### config.mk
export PLATFORM = sky130hd
export DESIGN_NAME = ex_mem_buffer
export DESIGN_NICKNAME = d
export VERILOG_FILES = /design/src/rtl/ex_mem_buffer.sv
export SDC_FILE = /design/constraint.sdc
export NUM_CORES = 1
export LEC_CHECK = 0
export BUFFER_PORTS_ARGS = -buffer_cell sky130_fd_sc_hd__buf_2
export CAP_MARGIN = 10
export CORE_ASPECT_RATIO = 1.2
export CORE_MARGIN = 5
export CORE_UTILIZATION = 25
export CTS_BUF_LIST = sky130_fd_sc_hd__clkbuf_2
export CTS_CLUSTER_DIAMETER = 60
export CTS_CLUSTER_SIZE = 10
export DETAILED_ROUTE_END_ITERATION = 10
export HOLD_SLACK_MARGIN = 0.12
export PLACE_DENSITY = 0.55
export SLEW_MARGIN = 5
export SYNTH_ARGS = -nofsm -noshare
export SYNTH_HDL_FRONTEND = slang
export SYNTH_SLANG_ARGS = --single-unit
### constraint.sdc
create_clock -name clk -period 2.8 [get_ports clk]
set_clock_uncertainty 0.05 [all_clocks]
set_input_delay 0.28 -clock clk [delete_from_list [all_inputs] [get_ports clk]]
set_output_delay 0.28 -clock clk [all_outputs]
set_load 0.01 [all_outputs]
### src/rtl/ex_mem_buffer.sv
// EX/MEM elastic boundary: 2-entry skid buffer that holds the ALU result and
// execute-stage payload and resolves branchTaken when an entry is captured.
// Optional stall-cycle counter port is enabled with `define EX_MEM_STALL_CNT_EN.
module ex_mem_buffer #(
  parameter int WIDTH = 32,
  parameter int REG_W = 5
) (
  input  logic             clk,
  input  logic             rst,
  input  logic             flush,
  input  logic             in_valid,
  output logic             in_ready,
  input  logic [WIDTH-1:0] datoAlu,
  input  logic             zf,
  input  logic [WIDTH-1:0] datoRt,
  input  logic [WIDTH-1:0] pcBranch,
  input  logic [REG_W-1:0] regDest,
  input  logic [4:0]       ctrl,
  output logic             out_valid,
  input  logic             out_ready,
  output logic [WIDTH-1:0] out_datoAlu,
  output logic             out_zf,
  output logic [WIDTH-1:0] out_datoRt,
  output logic [WIDTH-1:0] out_pcBranch,
  output logic [REG_W-1:0] out_regDest,
  output logic [4:0]       out_ctrl,
  output logic             out_branchTaken
`ifdef EX_MEM_STALL_CNT_EN
  ,
  output logic [31:0]      stall_cnt
`endif
);

  // Handshake: a transfer happens on a rising edge where valid && ready are
  // both high; valid never waits on ready, and in_ready is a function of
  // registered occupancy only, so no combinational path runs out_ready->in_ready.

  logic [1:0]       count_q, count_d;
  logic             head_q, head_d;
  logic [WIDTH-1:0] alu_q [2];
  logic             zf_q  [2];
  logic [WIDTH-1:0] rt_q  [2];
  logic [WIDTH-1:0] pc_q  [2];
  logic [REG_W-1:0] rd_q  [2];
  logic [4:0]       ctrl_q[2];
  logic             bt_q  [2];

  logic push;
  logic pop;
  logic wr_idx;
  logic wr_en;

  assign in_ready  = !rst && (count_q != 2'd2);
  assign out_valid = (count_q != 2'd0);
  assign push      = in_valid && in_ready;
  assign pop       = out_valid && out_ready;
  assign wr_idx    = head_q ^ count_q[0];
  assign wr_en     = push && !flush;

  always_comb begin
    count_d = count_q;
    head_d  = head_q;
    if (flush) begin
      count_d = 2'd0;
      head_d  = 1'b0;
    end else begin
      unique case ({push, pop})
        2'b10: count_d = count_q + 2'd1;
        2'b01: begin
          count_d = count_q - 2'd1;
          head_d  = ~head_q;
        end
        2'b11: head_d = ~head_q;
        default: ;
      endcase
    end
  end

  always_ff @(posedge clk) begin
    if (rst) begin
      count_q <= 2'd0;
      head_q  <= 1'b0;
    end else begin
      count_q <= count_d;
      head_q  <= head_d;
    end
  end

  always_ff @(posedge clk) begin
    if (rst) begin
      for (int i = 0; i < 2; i++) begin
        alu_q[i]  <= '0;
        zf_q[i]   <= 1'b0;
        rt_q[i]   <= '0;
        pc_q[i]   <= '0;
        rd_q[i]   <= '0;
        ctrl_q[i] <= '0;
        bt_q[i]   <= 1'b0;
      end
    end else if (wr_en) begin
      alu_q[wr_idx]  <= datoAlu;
      zf_q[wr_idx]   <= zf;
      rt_q[wr_idx]   <= datoRt;
      pc_q[wr_idx]   <= pcBranch;
      rd_q[wr_idx]   <= regDest;
      ctrl_q[wr_idx] <= ctrl;
      // Branch resolved once at capture so the MEM stage sees a plain bit.
      bt_q[wr_idx]   <= ctrl[4] & zf;
    end
  end

  assign out_datoAlu     = out_valid ? alu_q[head_q]  : '0;
  assign out_zf          = out_valid ? zf_q[head_q]   : 1'b0;
  assign out_datoRt      = out_valid ? rt_q[head_q]   : '0;
  assign out_pcBranch    = out_valid ? pc_q[head_q]   : '0;
  assign out_regDest     = out_valid ? rd_q[head_q]   : '0;
  assign out_ctrl        = out_valid ? ctrl_q[head_q] : '0;
  assign out_branchTaken = out_valid ? bt_q[head_q]   : 1'b0;

`ifdef EX_MEM_STALL_CNT_EN
  logic [31:0] stall_q;

  // Saturating; flush deliberately leaves it alone.
  always_ff @(posedge clk) begin
    if (rst) begin
      stall_q <= '0;
    end else if (in_valid && !in_ready && (stall_q != 32'hFFFF_FFFF)) begin
      stall_q <= stall_q + 32'd1;
    end
  end

  assign stall_cnt = stall_q;
`endif

endmodule

==> results of run 1 <==
-- cells by family (layout without fill, tap and decap cells) --
kind of cell / count (synthesis) / in the layout / synth area share, %
and+or+nand+nor: 337 / 337 / 18.7
DFF: 220 / 220 / 66.7
muxes: 108 / 108 / 11.0
buffers and inverters: 50 / 511 / 2.64
AOI/OAI and AO/OA: 6 / 6 / 0.559
xor gates and xnor gates: 3 / 3 / 0.267
adders and majority gates: 1 / 1 / 0.127
other: 0 / 2 / 0
-- cells in the final DEF, fill, tap and decap left out, types with 3 or more instances in the layout --
| cell type | synthesis | routed |
|---|---|---|
| dlygate4sd3_1 | 0 | 221 |
| edfxtp_1 | 216 | 216 |
| inv_1 | 3 | 3 |
| nor2_1 | 109 | 108 |
| buf_12 | 0 | 15 |
| clkbuf_2 | 18 | 38 |
| mux2i_1 | 108 | 108 |
| buf_2 | 16 | 221 |
| buf_4 | 0 | 8 |
| nor3_1 | 3 | 3 |
| and2_1 | 214 | 214 |
-- final cells by class --
type | instances | area (sq um) | share of cell area (%)
antenna | 2 | 5.00 | 0.0352
clock buffer | 38 | 190 | 1.34
clock inverter | 5 | 75.1 | 0.528
inverter | 3 | 11.3 | 0.0792
multi-input combinational | 455 | 3030 | 21.3
sequential | 220 | 6570 | 46.2
tap | 526 | 658 | 4.63
timing repair buffer | 465 | 3680 | 25.9
-- flip-flops by register name, indices dropped and copies added (netlist names), named ones only --
signal / flops
alu_q: 64
pc_q: 64
rt_q: 64
ctrl_q: 10
rd_q: 10
bt_q: 2
count_q: 2
zf_q: 2
head_q: 1
-- metrics by stage --
stage          total power [mW]  instance area (sq um)  cells
2_1_floorplan              4.16                   9850    725
3_3_place_gp               4.40                  11600   1442
3_5_place_dp               4.42                  11600   1442
4_1_cts                    6.34                  14200   1712
5_1_grt                    6.55                  14200   1714
6_report                   6.21                  14200   1714
-- power by group through the flow --
stage                     clock network [mW]  registers, mW  logic (mW)
after floorplan                            0           3.89       0.266
after global placement                     0           3.90       0.507
after detailed placement                   0           3.91       0.511
after CTS                               1.75           3.83       0.759
after global routing                    1.89           3.84       0.821
final                                   1.64           3.82       0.748
-- layer usage --
metal	part of all wire [%]	wire length [um]	vias up
met4	2.2	557	6
met2	52	13500	154
met5	0.16	41	-
li1	-	-	3398
met3	4.3	1120	51
met1	41	10700	3418
-- tightest hold or removal path, stage by stage --
cell and delay [ps]:
dlygate4sd3_1 550, buf_2 130, and2_1 110
-- timing repair --
action	4_1_cts	5_1_grt
cloned	0	0
hold endpoints to repair	434	0
buffers inserted	6	0
hold buffers	221	0
endpoints found under the setup margin	84	1
gates resized for setup	0	1
-- how the worst max path moves through the flow --
stage                     cells after the start  slack, ps                         to
after floorplan                               5        330  alu_q[1][0]$_SDFFCE_PN0P_
after global placement                        5        820  pc_q[1][12]$_SDFFCE_PN0P_
after detailed placement                      6        780    count_q[1]$_SDFFE_PP0P_
after CTS                                     4        110            out_pcBranch[5]
after global routing                          4        100            out_pcBranch[5]
final                                         7        300    count_q[1]$_SDFFE_PP0P_
==> flow_summary_export.csv, run 1 <==
group,metric,value,unit
status,status,"completed",
logic_synthesis,synth_top_cell_area_share,65.9,%
pwr,p_sw,1.48,mW
final_layout,final_nets,1285,
sta,tightest_slew,515,ps
detailed_routing,vias,7027,
pwr,intPower,4.73,mW
cts,clk_latency,840,ps
logic_synthesis,yosysMostFrequentCell,"edfxtp_1",
final_layout,fillers,3789,
grt,grt_pass1_vias,7592,
setup_path,worstPathMaxFanout,9,
setup_path,timing.rr.start,"count_q[0]$_SDFFE_PP0P_",
pwr,p_seq_share,61.5,%
pwr,ir_drop,0.244,mV
sta,relSlewSlack,65.7,%
grt,grt-ovfl-total,0,
cts,htreeDepth,1,
setup_path,crit_family,"buffers and inverters",
logic_synthesis,synthTopCellsByArea,"edfxtp_1 66%, and2_1 14%, mux2i_1 11%, nor2_1 4.2%, clkbuf_2 0.92%",
setup_path,slowest_stage,"dlygate4sd3_1",
worst_hold_path,hold_class,"in2reg",
die,die_area,43500,sq um
logic_synthesis,synth_fp_nets,838,
sta,setup_slack,303,ps
setup_path,cp_cell_sequence,"inv_1 > a21oi_1 > nand2_1 > ha_1 > dlygate4sd3_1 > or3_1 > a211oi_1",
die,die_h,227,um
detailed_routing,antenna_left,0,
die,die_w,191,um
cts,clkSinkCount,220,
logic_synthesis,synth_top_cell_by_area,"edfxtp_1",
sta,period_minus_slack,2500,ps
setup_path,required,3500,ps
cts,clk_pin_slew,180,ps
logic_synthesis,yosys-top-cells-count,"216 x edfxtp_1, 214 x and2_1, 109 x nor2_1",
logic_synthesis,synthCells,725,
setup_path,r2r_cells,7,
final_layout,drive_gt1_share,25.0,%
logic_synthesis,synth_edf_count,216,
pwr,powerDensity,437,nW/um^2
logic_synthesis,syn_avg_cell_area,13.6,sq um
cts,tritoncts,"done",
grt,grt_pass1_wl,40000,um
pwr,pwr-share-clk,26.4,%
detailed_routing,via_per_inst,4.10,
detailed_routing,firstDrtPassIters,4,
sta,hold_violations,0,
detailed_routing,drtIter0Drc,178,
logic_synthesis,ys_types,25,
cts,clockBufferDepth,3,
worst_hold_path,hold_path_end,"ctrl_q[1][2]$_SDFFCE_PN0P_",
pwr,p_sw_share,23.8,%
setup_path,path_class,"reg2reg",
die,ios,222,
setup_path,path_buf_inv,2,
place,post-dp-hpwl,15000,um
pwr,combPwrFrac,12.0,%
logic_synthesis,ys.flop_type,"edfxtp_1",
run,maxCapViolCount,0,
worst_hold_path,whs_path_depth,3,
die,core,38800,sq um
sta,fin_setup_tns,0,ps
sta,fmax,400,MHz
setup_path,startpoint,"count_q[0]$_SDFFE_PP0P_",
logic_synthesis,ys_seq_area_share,66.7,%
die,start_util,25.3,%
final_layout,post-route-util,36.6,%
setup_path,regToRegEndpoint,"count_q[1]$_SDFFE_PP0P_",
pwr,p_leak,5.62,nW
grt,grtUsageMet1,13.9,%
setup_path,cp-start-kind,"register",
setup_path,end_kind,"register",
place,place_congestion,0.701,
worst_hold_path,hold_start,"ctrl[2]",
setup_path,worstPathArrival,3200,ps
cts,root_buffer,"clkbuf_2",
grt,grt_antenna_before_repair,5,
sta,setup_viol,0,
detailed_routing,wl,25800,um
logic_synthesis,async_reset_ff_share,0,%
grt,grt.total_usage,11.6,%
die,rows,79,
detailed_routing,avgRoutedWirePerCell,15.1,um
grt,grt_max_degree,109,
setup_path,r2r_setup_slack,300,ps
cts,cts_made_buffers,27,
grt,globalRoute.busiestLayer,"met2",
logic_synthesis,ys_warn_count,0,
sta,fin_crit_sh,89.2,%
detailed_routing,route.detailed.drc,0,
sta,drv_slew,0,
setup_path,worst_path_largest_cell_delay,600,ps
logic_synthesis,ys_ff_latch,220,
logic_synthesis,synth_area,9840,sq um
grt,use_met2,21.2,%
place,dpl_worst_slack,782,ps
grt,met3_usage,1.78,%
place,io_buffers,221,
final_layout,area_growth,44.5,%
sta,timing.hold.ws,277,ps
sta,rsz0062_at_grt,"no",
Power figures use the tool's default switching activity.
==> run 2, diff against run 1 <==
--- a/config.mk
+++ b/config.mk
@@ -16,6 +16,7 @@
 export DETAILED_ROUTE_END_ITERATION = 10
 export HOLD_SLACK_MARGIN = 0.12
 export PLACE_DENSITY = 0.55
+export RECOVER_POWER = 100
 export SLEW_MARGIN = 5
 export SYNTH_ARGS = -nofsm -noshare
 export SYNTH_HDL_FRONTEND = slang
==> flow_summary_export.csv, run 2 (same netlist as run 1, synthesis figures left out) <==
group,metric,value,unit
status,status,"completed",
detailed_routing,antenna_left,0,
sta,setup_viol,0,
cts,clockBufferDepth,3,
die,ios,222,
setup_path,end_kind,"register",
die,die_w,191,um
sta,fmax,401,MHz
final_layout,area_growth,41.8,%
run,maxCapViolCount,0,
die,rows,79,
detailed_routing,via_per_inst,4.12,
cts,clkSinkCount,220,
sta,tightest_slew,1220,ps
setup_path,worstPathMaxFanout,9,
die,core,38800,sq um
cts,clk_pin_slew,180,ps
setup_path,worstPathArrival,3190,ps
grt,grt_pass1_wl,40000,um
sta,setup_slack,308,ps
final_layout,final_common_cell,"dlygate4sd3_1",
setup_path,cp-start-kind,"register",
final_layout,fin_cells,1714,
worst_hold_path,hold_class,"in2reg",
place,dpl-instance-area,11600,sq um
cts,htreeDepth,1,
grt,grt_antenna_before_repair,5,
final_layout,fin_area,14000,sq um
sta,relSlewSlack,18.7,%
setup_path,path_class,"reg2reg",
cts,cts_made_buffers,27,
grt,grt_max_degree,109,
final_layout,final_nets,1285,
detailed_routing,vias,7059,
detailed_routing,firstDrtPassIters,4,
pwr,p_leak,5.10,nW
detailed_routing,drtIter0Drc,179,
die,die_h,227,um
cts,clk_latency,850,ps
cts,tritoncts,"done",
setup_path,required,3500,ps
final_layout,final_cell_mix,"221 x dlygate4sd3_1, 216 x edfxtp_1, 136 x and2_1",
grt,grt.total_usage,11.6,%
detailed_routing,avgRoutedWirePerCell,15.2,um
place,post-dp-hpwl,15000,um
sta,period_minus_slack,2490,ps
place,io_buffers,221,
die,die_area,43500,sq um
pwr,ir_drop,0.246,mV
detailed_routing,wl,26000,um
final_layout,drive_gt1_share,16.7,%
place,place_congestion,0.701,
sta,fin_setup_tns,0,ps
sta,drv_slew,0,
cts,root_buffer,"clkbuf_2",
final_layout,post-route-util,35.9,%
pwr,powerDensity,443,nW/um^2
sta,fin_crit_sh,89.0,%
detailed_routing,route.detailed.drc,0,
place,dpl_worst_slack,782,ps
place,dp_cells,1442,
grt,grt_pass1_vias,7592,
die,start_util,25.3,%
sta,hold_violations,0,
sta,rsz0062_at_grt,"no",
grt,grt-ovfl-total,0,
final_layout,top_regs,"alu_q (64), pc_q (64), rt_q (64)",
run 2: cell count changes in the layout (fill, tap and decap cells not counted), sizes merged:
cell,previous run,this run
clkbuf,38,139
buf,244,143
run 2: per-layer routing:
metal	part of all wire [%]	vias up	global-route usage (%)
li1	-	3401	-
met1	41	3435	13.9
met5	0.16	-	0
met4	2.2	6	4.03
met3	4.8	51	1.78
met2	52	166	21.2
run 2: area by class of cell:
class | instances | area (sq um)
fillers | 3863 | 24900
flip-flops and latches | 220 | 6570
multi-input cells | 455 | 2990
diodes | 2 | 5.00
repair buffers | 465 | 3460
clock inverters | 5 | 75.1
well taps | 526 | 658
clock buffers | 38 | 190
inverters | 3 | 11.3
run 2: path summary, 6_finish.rpt:
kind	end	slack (ps)	cells after the start	start
worst min register to register	count_q[1]$_SDFFE_PP0P_	610	2	count_q[1]$_SDFFE_PP0P_
worst max register to register	count_q[1]$_SDFFE_PP0P_	310	7	count_q[0]$_SDFFE_PP0P_
worst min-delay path	ctrl_q[0][2]$_SDFFCE_PN0P_	270	3	ctrl[2]
worst max-delay path	count_q[1]$_SDFFE_PP0P_	310	7	count_q[0]$_SDFFE_PP0P_
run 2: where the power goes:
group	total, mW	internal (mW)	switching [mW]
combinational	0.719	0.378	0.340
clock	1.64	0.544	1.10
sequential	3.83	3.79	0.0418
total	6.19	4.71	1.48
run 2: critical path: stages, from the launching register on:
cell and delay (ps):
dfxtp_2 490, inv_1 70, a21oi_1 170, nand2_1 90, ha_1 280, dlygate4sd3_1 600
or3_1 360, a211oi_1 280
run 2: timing repair:
item	CTS	global route
setup buffers	6	0
hold buffers	221	0
resized for setup	0	1
endpoints found under the hold margin	434	0
endpoints found under the setup margin	84	1
run 2: per-stage QoR:
stage / total power [mW] / hold WS, ps
floorplan: 4.16 / 303
global placement: 4.40 / 461
detailed placement: 4.42 / 460
CTS: 6.34 / 124
global route: 6.53 / 140
finish: 6.19 / 272
